===== src/rtl/mips16_pkg.sv =====
// Shared widths, forwarding encodings and the MEM/WB stage record for the
// 16-bit MIPS-style pipeline.
package mips16_pkg;

   localparam int DATA_W     = 16;
   localparam int REG_ADDR_W = 3;
   localparam int FWD_W      = 2;

   // EX operand source select
   localparam logic [FWD_W-1:0] FWD_REG      = 2'b00;
   localparam logic [FWD_W-1:0] FWD_MEM_ALU  = 2'b01;
   localparam logic [FWD_W-1:0] FWD_WB       = 2'b10;
   localparam logic [FWD_W-1:0] FWD_MEM_LOAD = 2'b11;

   // Contents of the WB pipeline register
   typedef struct packed {
      logic                  valid;
      logic                  reg_write;
      logic                  mem_to_reg;
      logic [REG_ADDR_W-1:0] write_reg;
      logic [DATA_W-1:0]     alu_result;
      logic [DATA_W-1:0]     read_data;
   } wb_stage_t;

endpackage


===== src/rtl/forward_unit.sv =====
// Operand forwarding select for one EX source register. A producer in MEM
// is younger than one in WB, so MEM wins; r0 is hard-wired and never forwarded.
module forward_unit
   import mips16_pkg::*;
(
   input  logic [REG_ADDR_W-1:0] src,
   input  logic                  mem_valid,
   input  logic                  mem_reg_write,
   input  logic                  mem_mem_to_reg,
   input  logic [REG_ADDR_W-1:0] mem_write_reg,
   input  logic                  wb_reg_write,
   input  logic [REG_ADDR_W-1:0] wb_write_reg,
   output logic [FWD_W-1:0]      fwd
);

   // Priority select: MEM producer, then WB producer, else register file
   always_comb begin
      fwd = FWD_REG;
      if (src != '0) begin
         if (mem_valid && mem_reg_write && (mem_write_reg == src)) begin
            fwd = mem_mem_to_reg ? FWD_MEM_LOAD : FWD_MEM_ALU;
         end else if (wb_reg_write && (wb_write_reg == src)) begin
            fwd = FWD_WB;
         end
      end
   end

endmodule


===== src/rtl/mem_wb.sv =====
// MEM->WB pipeline register with writeback mux, register-file write gating,
// EX operand forwarding and a saturating retired-instruction counter.
module mem_wb
   import mips16_pkg::*;
(
   input  logic                  clk,
   input  logic                  reset,
   input  logic                  mem_valid,
   input  logic [DATA_W-1:0]     mem_alu_result,
   input  logic [DATA_W-1:0]     read_data,
   input  logic                  mem_reg_write,
   input  logic                  mem_mem_to_reg,
   input  logic [REG_ADDR_W-1:0] mem_write_reg,
   input  logic                  stall,
   input  logic                  flush,
   input  logic [REG_ADDR_W-1:0] ex_rs,
   input  logic [REG_ADDR_W-1:0] ex_rt,
   output logic                  wb_reg_write,
   output logic [REG_ADDR_W-1:0] wb_write_reg,
   output logic [DATA_W-1:0]     wb_write_data,
   output logic [FWD_W-1:0]      fwd_a,
   output logic [FWD_W-1:0]      fwd_b,
   output logic [DATA_W-1:0]     fwd_data_mem,
   output logic [DATA_W-1:0]     retire_count
);

   wb_stage_t         wb_p1;
   logic [DATA_W-1:0] retire_cnt_p1;

   function automatic logic [DATA_W-1:0] sat_inc(input logic [DATA_W-1:0] v);
      return (v == {DATA_W{1'b1}}) ? v : v + 1'b1;
   endfunction

   // ---- MEM -> WB boundary ----
   // Capture the MEM instruction, or insert a bubble when MEM is stalled or squashed
   always_ff @(posedge clk or posedge reset) begin
      if (reset) begin
         wb_p1 <= '0;
      end else if (stall || flush) begin
         wb_p1.valid     <= 1'b0;
         wb_p1.reg_write <= 1'b0;
      end else begin
         wb_p1.valid      <= mem_valid;
         wb_p1.reg_write  <= mem_reg_write;
         wb_p1.mem_to_reg <= mem_mem_to_reg;
         wb_p1.write_reg  <= mem_write_reg;
         wb_p1.alu_result <= mem_alu_result;
         wb_p1.read_data  <= read_data;
      end
   end

   // Count every edge on which WB holds a real instruction, stopping at all-ones
   always_ff @(posedge clk or posedge reset) begin
      if (reset) begin
         retire_cnt_p1 <= '0;
      end else if (wb_p1.valid) begin
         retire_cnt_p1 <= sat_inc(retire_cnt_p1);
      end
   end

   assign wb_reg_write  = wb_p1.valid && wb_p1.reg_write && (wb_p1.write_reg != '0);
   assign wb_write_reg  = wb_p1.write_reg;
   assign wb_write_data = wb_p1.mem_to_reg ? wb_p1.read_data : wb_p1.alu_result;
   assign retire_count  = retire_cnt_p1;

   // A load's value is only on read_data late in the cycle; EX picks it via code 11
   assign fwd_data_mem  = mem_mem_to_reg ? read_data : mem_alu_result;

   forward_unit u_fwd_a (
      .src            (ex_rs),
      .mem_valid      (mem_valid),
      .mem_reg_write  (mem_reg_write),
      .mem_mem_to_reg (mem_mem_to_reg),
      .mem_write_reg  (mem_write_reg),
      .wb_reg_write   (wb_reg_write),
      .wb_write_reg   (wb_write_reg),
      .fwd            (fwd_a)
   );

   forward_unit u_fwd_b (
      .src            (ex_rt),
      .mem_valid      (mem_valid),
      .mem_reg_write  (mem_reg_write),
      .mem_mem_to_reg (mem_mem_to_reg),
      .mem_write_reg  (mem_write_reg),
      .wb_reg_write   (wb_reg_write),
      .wb_write_reg   (wb_write_reg),
      .fwd            (fwd_b)
   );

endmodule

===== config.mk =====
export PLATFORM = sky130hd
export DESIGN_NAME = mem_wb
export DESIGN_NICKNAME = d
export VERILOG_FILES = /design/src/rtl/mips16_pkg.sv /design/src/rtl/forward_unit.sv /design/src/rtl/mem_wb.sv
export SDC_FILE = /design/constraint.sdc
export NUM_CORES = 1
export LEC_CHECK = 0
export ABC_AREA = 0
export CAP_MARGIN = 10
export CORE_MARGIN = 2
export CORE_UTILIZATION = 35
export CTS_CLUSTER_SIZE = 28
export DETAILED_ROUTE_END_ITERATION = 10
export DONT_BUFFER_PORTS = 1
export PLACE_DENSITY = 0.5
export SYNTH_ARGS = -nofsm -noshare
export SYNTH_HDL_FRONTEND = slang
export SYNTH_SLANG_ARGS = --single-unit

===== constraint.sdc =====
create_clock -name clk -period 1.7 [get_ports clk]
set_input_delay 0.085 -clock clk [delete_from_list [all_inputs] [get_ports clk]]
set_output_delay 0.085 -clock clk [all_outputs]
set_load 0.01 [all_outputs]

==> After elaboration in Yosys (flattened, before gate mapping) <==
Cells that the tools add are included.
{ "word_totals": {"regBits": 54, "latch_bits": 0, "ram_bits": 0, "romBits": 0, "in_bits": 48, "output_inout_bits": 56, "elab_cells": 36, "n_memories": 0} }
{ "op_classes": {"add_sub_neg": 1, "mul": 0, "div": 0, "n_lt_le_gt_ge": 0, "n_eq_ne": 5, "shifts": 0, "muxes": 10, "bitwise_logic": 1, "reduce_logical": 12} }
{ "op_table": {"columns": ["operator", "count"], "rows": [
  ["$mux W16", 2],
  ["$add A16 B1 Y16 const B", 1],
  ["$eq A16 B16 Y1 const B", 1],
  ["$mux W2", 8],
  ["$eq A3 B3 Y1", 4],
  ["$reduce_bool A3 Y1", 3],
  ["$logic_and A1 B1 Y1", 7],
  ["$reduce_and A2 Y1", 1],
  ["$logic_or A1 B1 Y1", 1],
  ["$not A1 Y1", 1]
]} }

==> Logic depth before layout (Yosys ltp) <==
Gate-level depths: netlist of run 1.
{ "depth": {"ltp_word": 6, "depth_mapped": 5, "depth_no_buf": 5} }

==> Cells and area by module <==
Synthesis of run 1 repeated with hierarchy kept, for this count alone.
{ "unflattened": {"cells_unflattened": 219, "hier_area_um2": 2783.9} }
{ "modules_own_cells": {"columns": ["mod", "n_inst", "cells_per_inst", "area_each_um2", "seq_area_each_um2"], "rows": [
  ["mem_wb", 1, 193, 2586.2, 1351.3],
  ["forward_unit", 2, 13, 98.8, 0.0]
]} }

==> Least setup slack after synthesis of run 1 <==
No wires, ideal clock.
{ "synth_path": {"kind": "flip-flop to flip-flop", "start": "reg retire_cnt_p1[0] (netlist: retire_count[0])", "end": "reg retire_cnt_p1[12] (netlist: retire_count[12])", "setup_ps": 127, "arrival_time_ps": 1523, "required_ps": 1573, "path_slack_ps": 49, "stages_incl_launch_ff": 6, "n_path_buf": 0, "period_less_slack_ps": 1651, "cell_sequence": "dfrtp_1 ha_1 nand4_2 nor3_2 and3_1 mux2_1"} }
{ "synth_between": {"elab_chain_len": 3, "word_cells_on_any_way": 4, "cone_classes": "1 x add/sub; 1 x eq/ne; 1 x bitwise; 1 x reduce/logical"} }
{ "synth_rtl": {"columns": ["item", "line_no", "text"], "rows": [
  ["start: declaration", "mem_wb.sv:28", "logic [DATA_W-1:0] retire_cnt_p1;"],
  ["start signal: assignment", "mem_wb.sv:57", "retire_cnt_p1 <= sat_inc(retire_cnt_p1);"],
  ["branches (longest 3 deep; another with $add A16 B1 Y16)", null, null]
]} }
Parallel ways; which one is timed is not known.
A chain may end at the register's enable or synchronous reset.

==> Worst setup path after layout of run 1 <==
{ "layout_path": {"start": "reg wb_p1 (netlist bit wb_write_reg[2])", "end": "out fwd_b[1]"} }
{ "layout_between": {"elab_chain_len": 6, "word_cells_on_any_way": 7, "cone_classes": "1 x eq/ne; 3 x mux; 3 x reduce/logical"} }
{ "layout_rtl": {"columns": ["item", "line_no", "text"], "rows": [
  ["start: declaration", "mem_wb.sv:27", "wb_stage_t wb_p1;"],
  ["$reduce_bool A3 Y1", "mem_wb.sv:61", "assign wb_reg_write = wb_p1.valid && wb_p1.reg_write && (wb_p1.write_reg != '0);"],
  ["$logic_and A1 B1 Y1", "mem_wb.sv:61", null],
  ["via wb_reg_write", "mem_wb.sv:18", "output logic wb_reg_write,"],
  ["$logic_and A1 B1 Y1", "forward_unit.sv:22", "end else if (wb_reg_write && (wb_write_reg == src)) begin"],
  ["$mux W2", "forward_unit.sv:22", null],
  ["$mux W2", "forward_unit.sv:20", "if (mem_valid && mem_reg_write && (mem_write_reg == src)) begin"],
  ["$mux W2", "forward_unit.sv:19", "if (src != '0) begin"],
  ["end: declaration", "mem_wb.sv:22", "output logic [FWD_W-1:0] fwd_b,"]
]} }
The timed path passes the listed nets, and every way through them passes these cells.

==> flow_metrics.tcl, run 1 <==
set metrics [dict create \
    status "complete, no violations" \
    antenna_found_initial 0 \
    drt_iter0_drc 26 \
    die_area_sq_um 8975 \
    maxCapViolCount 0 \
    synth_fa_ha_area_share_pct 0.4342 \
    fillers 791 \
    cts_buffers 5 \
    dp_hpwl_um 4266 \
    coreArea_sq_um 8093 \
    syn_to_final_growth_pct 26.23 \
    rows 33 \
    syn_area_sq_um 2882 \
    synth_compound_gate_area_share_pct 5.949 \
    critPathKind "flip-flop to output pin" \
    vias 2030 \
    clock_latency_ns 0.31 \
    clk_pin_slew_ns 0.10 \
    rsz0062_at_grt "false" \
    ioPinCount 104 \
    hold_viol_final 0 \
    hold_ws_ns 0.1900 \
    area.sequential_sq_um 1354 \
    netlist-cell-type-count 38 \
    multi_input_area_sq_um 1454 \
    top_layer "met4" \
    period_needed_ns 1.587 \
    yosysSeqAreaShare_pct 46.90 \
    synthMuxAreaShare_pct 28.61 \
    start_util_pct 35.61 \
    syn_area_per_cell_sq_um 12.64 \
    finalNetCount 333 \
    setup_viol 0 \
    worst_setup_path_end_kind "output pin" \
    finalSetupTns_ns 0 \
    grt_first_pass_wirelength_um 10410 \
    port_buffers 0 \
    place_area_sq_um 3158 \
    die_w_um 94.74 \
    netlist_instances 228 \
    clock_sinks 54 \
    drive_gt1_share_pct 39.65 \
    synth_seq_cells 54 \
    cp_max_fo 5 \
    yosys.area_share.simple_pct 9.726 \
    synth_fp_nets 277 \
    overflow 0 \
    wl_um 6386 \
    finClkSkew_ns 0.01003 \
    worstMarginPinSlew_ns 0.5601 \
    gp_congestion 0.7254 \
    cts_buffer_depth 2 \
    max_freq_mhz 630.3 \
    wl_per_cell_um 16.37 \
    cts_root_buf "clkbuf_8" \
    grtUsageTotal_pct 14.76 \
    cp.arrival_ns 1.50 \
    leakage_nw 1.515 \
    total_power_mw 3.207 \
    cp.required_ns 1.62 \
    cts_tree "done" \
    grt_pass1_vias 2097 \
    drt_pass1_iterations 4 \
    htree_levels 2 \
    finalMaxSlewViolations 0 \
    synth_warnings 0 \
    post_cts.repair.setup_buffers 0 \
    wl_met1_um 2654 \
    relSlewSlack_pct 62.32 \
    largest_reg_flops 35 \
    n_antenna_cell 0 \
    viasPerCell 5.205 \
    power_density_nw_per_um2 881.7 \
    fp.dieH_um 94.74 \
    synth_top_family_by_area "multiplexers" \
    start_kind "flip-flop" \
    final_cell_area_sq_um 3637 \
    ir_worst_vdd_mv 0.3787 \
    wl_met2_um 3176 \
    ant_nets 0 \
    met3_length_um 462 \
    grt_max_degree 55 \
    drc_errors 0 \
    hold_path.class "input pin to flip-flop" \
    period_share_pct 93.33 \
    synth_xor_area_share_pct 5.471 \
]
==> critical path: stages, from the launching register on <==
cell and delay [ns]:
dfrtp_1 0.52, o311a_1 0.30, nand4_1 0.12, o21ai_1 0.26
==> where the power goes <==
part | internal, mW | total (mW) | switching, mW
Combinational | 0.477 | 0.861 | 0.384
Clock | 0.292 | 0.726 | 0.433
Sequential | 1.47 | 1.62 | 0.152
Total | 2.24 | 3.21 | 0.969
==> Yosys cell counts <==
| master | count | share of area, % |
|---|---|---|
| mux2i_1 | 1 | 0.35 |
| buf_4 | 3 | 0.78 |
| nand4_4 | 2 | 1.5 |
| nand2b_1 | 1 | 0.22 |
| and4_4 | 1 | 0.39 |
| a21oi_1 | 3 | 0.52 |
| buf_2 | 7 | 1.2 |
| o21ai_4 | 1 | 0.56 |
| o2111a_1 | 1 | 0.39 |
| mux2_4 | 1 | 0.52 |
| o21ai_0 | 4 | 0.69 |
| nand2_1 | 8 | 1.0 |
| and3_1 | 4 | 0.87 |
| xor2_1 | 8 | 2.4 |
| nor3_2 | 2 | 0.69 |
| mux2_2 | 69 | 27 |
| nand4_1 | 5 | 1.1 |
| o31a_1 | 2 | 0.61 |
| and3_2 | 2 | 0.52 |
| o21a_1 | 2 | 0.52 |
| o211ai_1 | 1 | 0.26 |
| ha_1 | 1 | 0.43 |
| and4_2 | 1 | 0.35 |
| a311oi_1 | 1 | 0.30 |
| clkbuf_1 | 2 | 0.26 |
| o21bai_1 | 2 | 0.52 |
| mux2_1 | 2 | 0.78 |
| o311a_1 | 1 | 0.35 |
| xnor2_1 | 10 | 3.0 |
| nor4_1 | 3 | 0.65 |
| o311ai_0 | 3 | 0.91 |
| nand3_1 | 3 | 0.52 |
| nand4_2 | 1 | 0.43 |
| dfrtp_1 | 54 | 47 |
| inv_1 | 5 | 0.65 |
| nor2_1 | 8 | 1.0 |
| o41ai_1 | 1 | 0.30 |
| and2_1 | 2 | 0.43 |
==> per-stage QoR <==
stage                     worst slack, ns  util [%]  instances
after global routing              0.01119     44.94        390
after detailed placement           0.2039     39.02        343
after global placement             0.2273     39.02        343
after floorplan                   0.04925         -        228
after CTS                         0.07572     44.93        390
final                              0.1135     44.94        390
==> path summary, 6_finish.rpt <==
check | slack [ns] | start | to | depth (start not counted)
max | 0.11 | wb_write_reg[2] | fwd_b[1] | 3
min | 0.19 | stall | wb_p1[36] | 3
max reg2reg | 0.16 | retire_count[0] | retire_count[15] | 5
min reg2reg | 0.51 | wb_p1[19] | wb_p1[19] | 1
max in group asynchronous | 1.14 | reset | wb_write_reg[1] | 3
min in group asynchronous | 0.25 | reset | wb_p1[8] | 3
==> routing by layer <==
metal  vias to the layer above  global-route usage [%]
met2                        70                   24.65
met3                        10                   4.230
met4                         0                   4.831
met1                      1008                   18.35
met5                         -                       0
li1                        942                       -
==> cell usage in the layout, fill, tap and decap left out, types with 3 or more instances in the layout <==
cell           Yosys  final
clkbuf_8           0      5
inv_1              5      4
nor2_1             8      7
xor2_1             8      8
a21oi_1            3      3
nor4_1             3      3
nand3_1            3      3
and3_1             4      4
xnor2_1           10     10
nand4_1            5      5
mux2_2            69     69
buf_4              3     19
buf_12             0      3
o311ai_0           3      3
dlygate4sd3_1      0     39
dfrtp_1           54     52
nand2_1            8      8
==> final cells by class <==
type	count	share of cell area [%]
Clock inverter	2	0.3784
Inverter	5	0.5160
Clock buffer	6	1.995
Tap cell	105	3.612
Multi-Input combinational cell	157	39.97
Timing Repair Buffer	61	16.31
Sequential cell	54	37.22
==> what timing repair did <==
| item | 4_1_cts | 5_1_grt |
|---|---|---|
| hold buffers | 39 | 0 |
| endpoints found under the hold margin | 92 | 0 |
| gates resized for setup | 3 | 1 |
| setup endpoints to repair | 2 | 2 |
==> kinds of logic after synthesis <==
kind of cell / count (synthesis)
mux: 73
flops: 54
simple gates: 43
compound gates: 22
xor+xnor: 18
buf+inv: 17
fa+ha+maj: 1
Note: power is estimated with default switching activity, not from simulation.
==> run 2: changes to the inputs <==
--- a/config.mk
+++ b/config.mk
@@ -12,7 +12,7 @@
 export CTS_CLUSTER_SIZE = 28
 export DETAILED_ROUTE_END_ITERATION = 10
 export DONT_BUFFER_PORTS = 1
-export PLACE_DENSITY = 0.5
+export PLACE_DENSITY = 0.58
 export SYNTH_ARGS = -nofsm -noshare
 export SYNTH_HDL_FRONTEND = slang
 export SYNTH_SLANG_ARGS = --single-unit
==> flow_metrics.tcl, run 2 (synthesis results as in run 1) <==
set metrics [dict create \
    hold_ws_ns 0.1781 \
    drive_gt1_share_pct 38.87 \
    grt_max_degree 39 \
    drc_errors 0 \
    hold_start "stall" \
    fp.dieH_um 94.74 \
    viasPerCell 5.139 \
    drt_iter0_drc 70 \
    post-place-ws_ns 0.1572 \
    rsz0062_at_grt "false" \
    grt_first_pass_wirelength_um 10180 \
    area.sequential_sq_um 1354 \
    leakage_nw 1.499 \
    multi_input_area_sq_um 1454 \
    grtUsageTotal_pct 14.35 \
    slowest_stage "dfrtp_2" \
    cp.required_ns 1.62 \
    ant_nets 0 \
    htree_levels 2 \
    cts_tree "done" \
    power_density_nw_per_um2 878.8 \
    period_share_pct 91.33 \
    layout_common_cells "mux2_2, dfrtp_1, dlygate4sd3_1, buf_4, xnor2_1" \
    worst_setup_path_end_kind "output pin" \
    gp_congestion 0.7433 \
    start_util_pct 35.61 \
    critPathKind "flip-flop to output pin" \
    start_kind "flip-flop" \
    drt_pass1_iterations 4 \
    min_delay_worst_endpoint "wb_p1[36]" \
    coreArea_sq_um 8093 \
    setup_ws_ns 0.1474 \
    cp_max_fo 7 \
    vias 1994 \
    wl_um 6057 \
    die_w_um 94.74 \
    cp.arrival_ns 1.47 \
    finalMaxSlewViolations 0 \
    hold_depth 3 \
    relSlewSlack_pct 62.40 \
    rows 33 \
    finClkSkew_ns 0.001596 \
    worst-r2r-cell-count 5 \
    finalSetupTns_ns 0 \
    finalNetCount 332 \
    r2r-start "retire_count[1]" \
    maxCapViolCount 0 \
    port_buffers 0 \
    setup_viol 0 \
    status "complete, no violations" \
    fillers 801 \
    clock_sinks 54 \
    grt_pass1_vias 2108 \
    hold_path.class "input pin to flip-flop" \
    ioPinCount 104 \
    syn_to_final_growth_pct 25.18 \
    overflow 0 \
    wl_per_cell_um 15.61 \
    final_cell_area_sq_um 3607 \
    clk_pin_slew_ns 0.09 \
    n_antenna_cell 0 \
    period_needed_ns 1.553 \
    cts_root_buf "clkbuf_8" \
    worstMarginPinSlew_ns 0.5631 \
    cts_buffer_depth 2 \
    place_area_sq_um 3138 \
    slowest_delay_ns 0.49 \
    reg2reg_slack_ns 0.15 \
    die_area_sq_um 8975 \
    mostFrequentLayoutCell "mux2_2" \
    ir_worst_vdd_mv 0.3710 \
    path_cells "o311a_1 -> nand4_1 -> o21ai_1" \
    timing.rr.end "retire_count[12]" \
    max_freq_mhz 644.1 \
    hold_viol_final 0 \
    clock_latency_ns 0.30 \
    antenna_found_initial 0 \
    dp_hpwl_um 4245 \
    cts_buffers 5 \
    largest_reg_flops 35 \
]
-- run 2: cell count changes in the layout (fill, tap and decap cells not counted), sizes merged --
| cell | previous run | this run |
|---|---|---|
| clkinv | 2 | 0 |
| buf | 22 | 21 |
| clkbuf | 6 | 7 |
-- run 2: area by class of cell --
cell class	instances	area share, %
multi-input cells	157	40.31
flip-flops and latches	54	37.53
repair buffers	60	15.89
well taps	105	3.642
clock buffers	7	2.116
inverters	5	0.5203
-- run 2: per-stage QoR --
step	instances	total power [mW]	util, %
5_1_grt	388	3.371	44.57
2_1_floorplan	228	2.207	-
3_3_place_gp	342	2.426	38.78
6_report	388	3.170	44.57
3_5_place_dp	342	2.437	38.78
4_1_cts	388	3.219	44.56
-- run 2: power by group --
| group | switching [mW] | total [mW] | internal (mW) |
|---|---|---|---|
| registers | 0.126 | 1.60 | 1.47 |
| clock network | 0.403 | 0.689 | 0.285 |
| logic | 0.412 | 0.886 | 0.474 |
-- run 2: worst max path at each step --
stage | start | to | slack (ns) | cells after the start
detailed placement | retire_count[1] | retire_count[12] | 0.16 | 5
global placement | retire_count[10] | retire_count[1] | 0.19 | 4
floorplan | retire_count[0] | retire_count[12] | 0.05 | 5
CTS | wb_write_reg[0] | fwd_b[1] | 0.06 | 3
global route | wb_write_reg[1] | fwd_b[1] | 0.02 | 3
finish | wb_write_reg[0] | fwd_b[1] | 0.15 | 3
-- run 2: critical path: cells and delay by family, from the launching register on --
kind / cells / cell delay [ns]
simple gates: 1 / 0.11
compound gates: 2 / 0.57
flops: 1 / 0.49
-- run 2: per-layer routing --
metal  global-route usage (%)  vias up  routed length [um]
met5                        0        -                   0
met4                    3.261        0                  45
met3                    4.469        5                 471
met2                    23.52       63                2954
met1                    18.60      984                2586
li1                         -      942                   -
-- run 2: timing repair --
action	CTS	global route
endpoints found under the setup margin	2	2
hold buffers	39	0
hold endpoints to repair	62	0
pin swaps	0	0
resized for setup	3	1
setup buffers	0	0
gates cloned	0	0
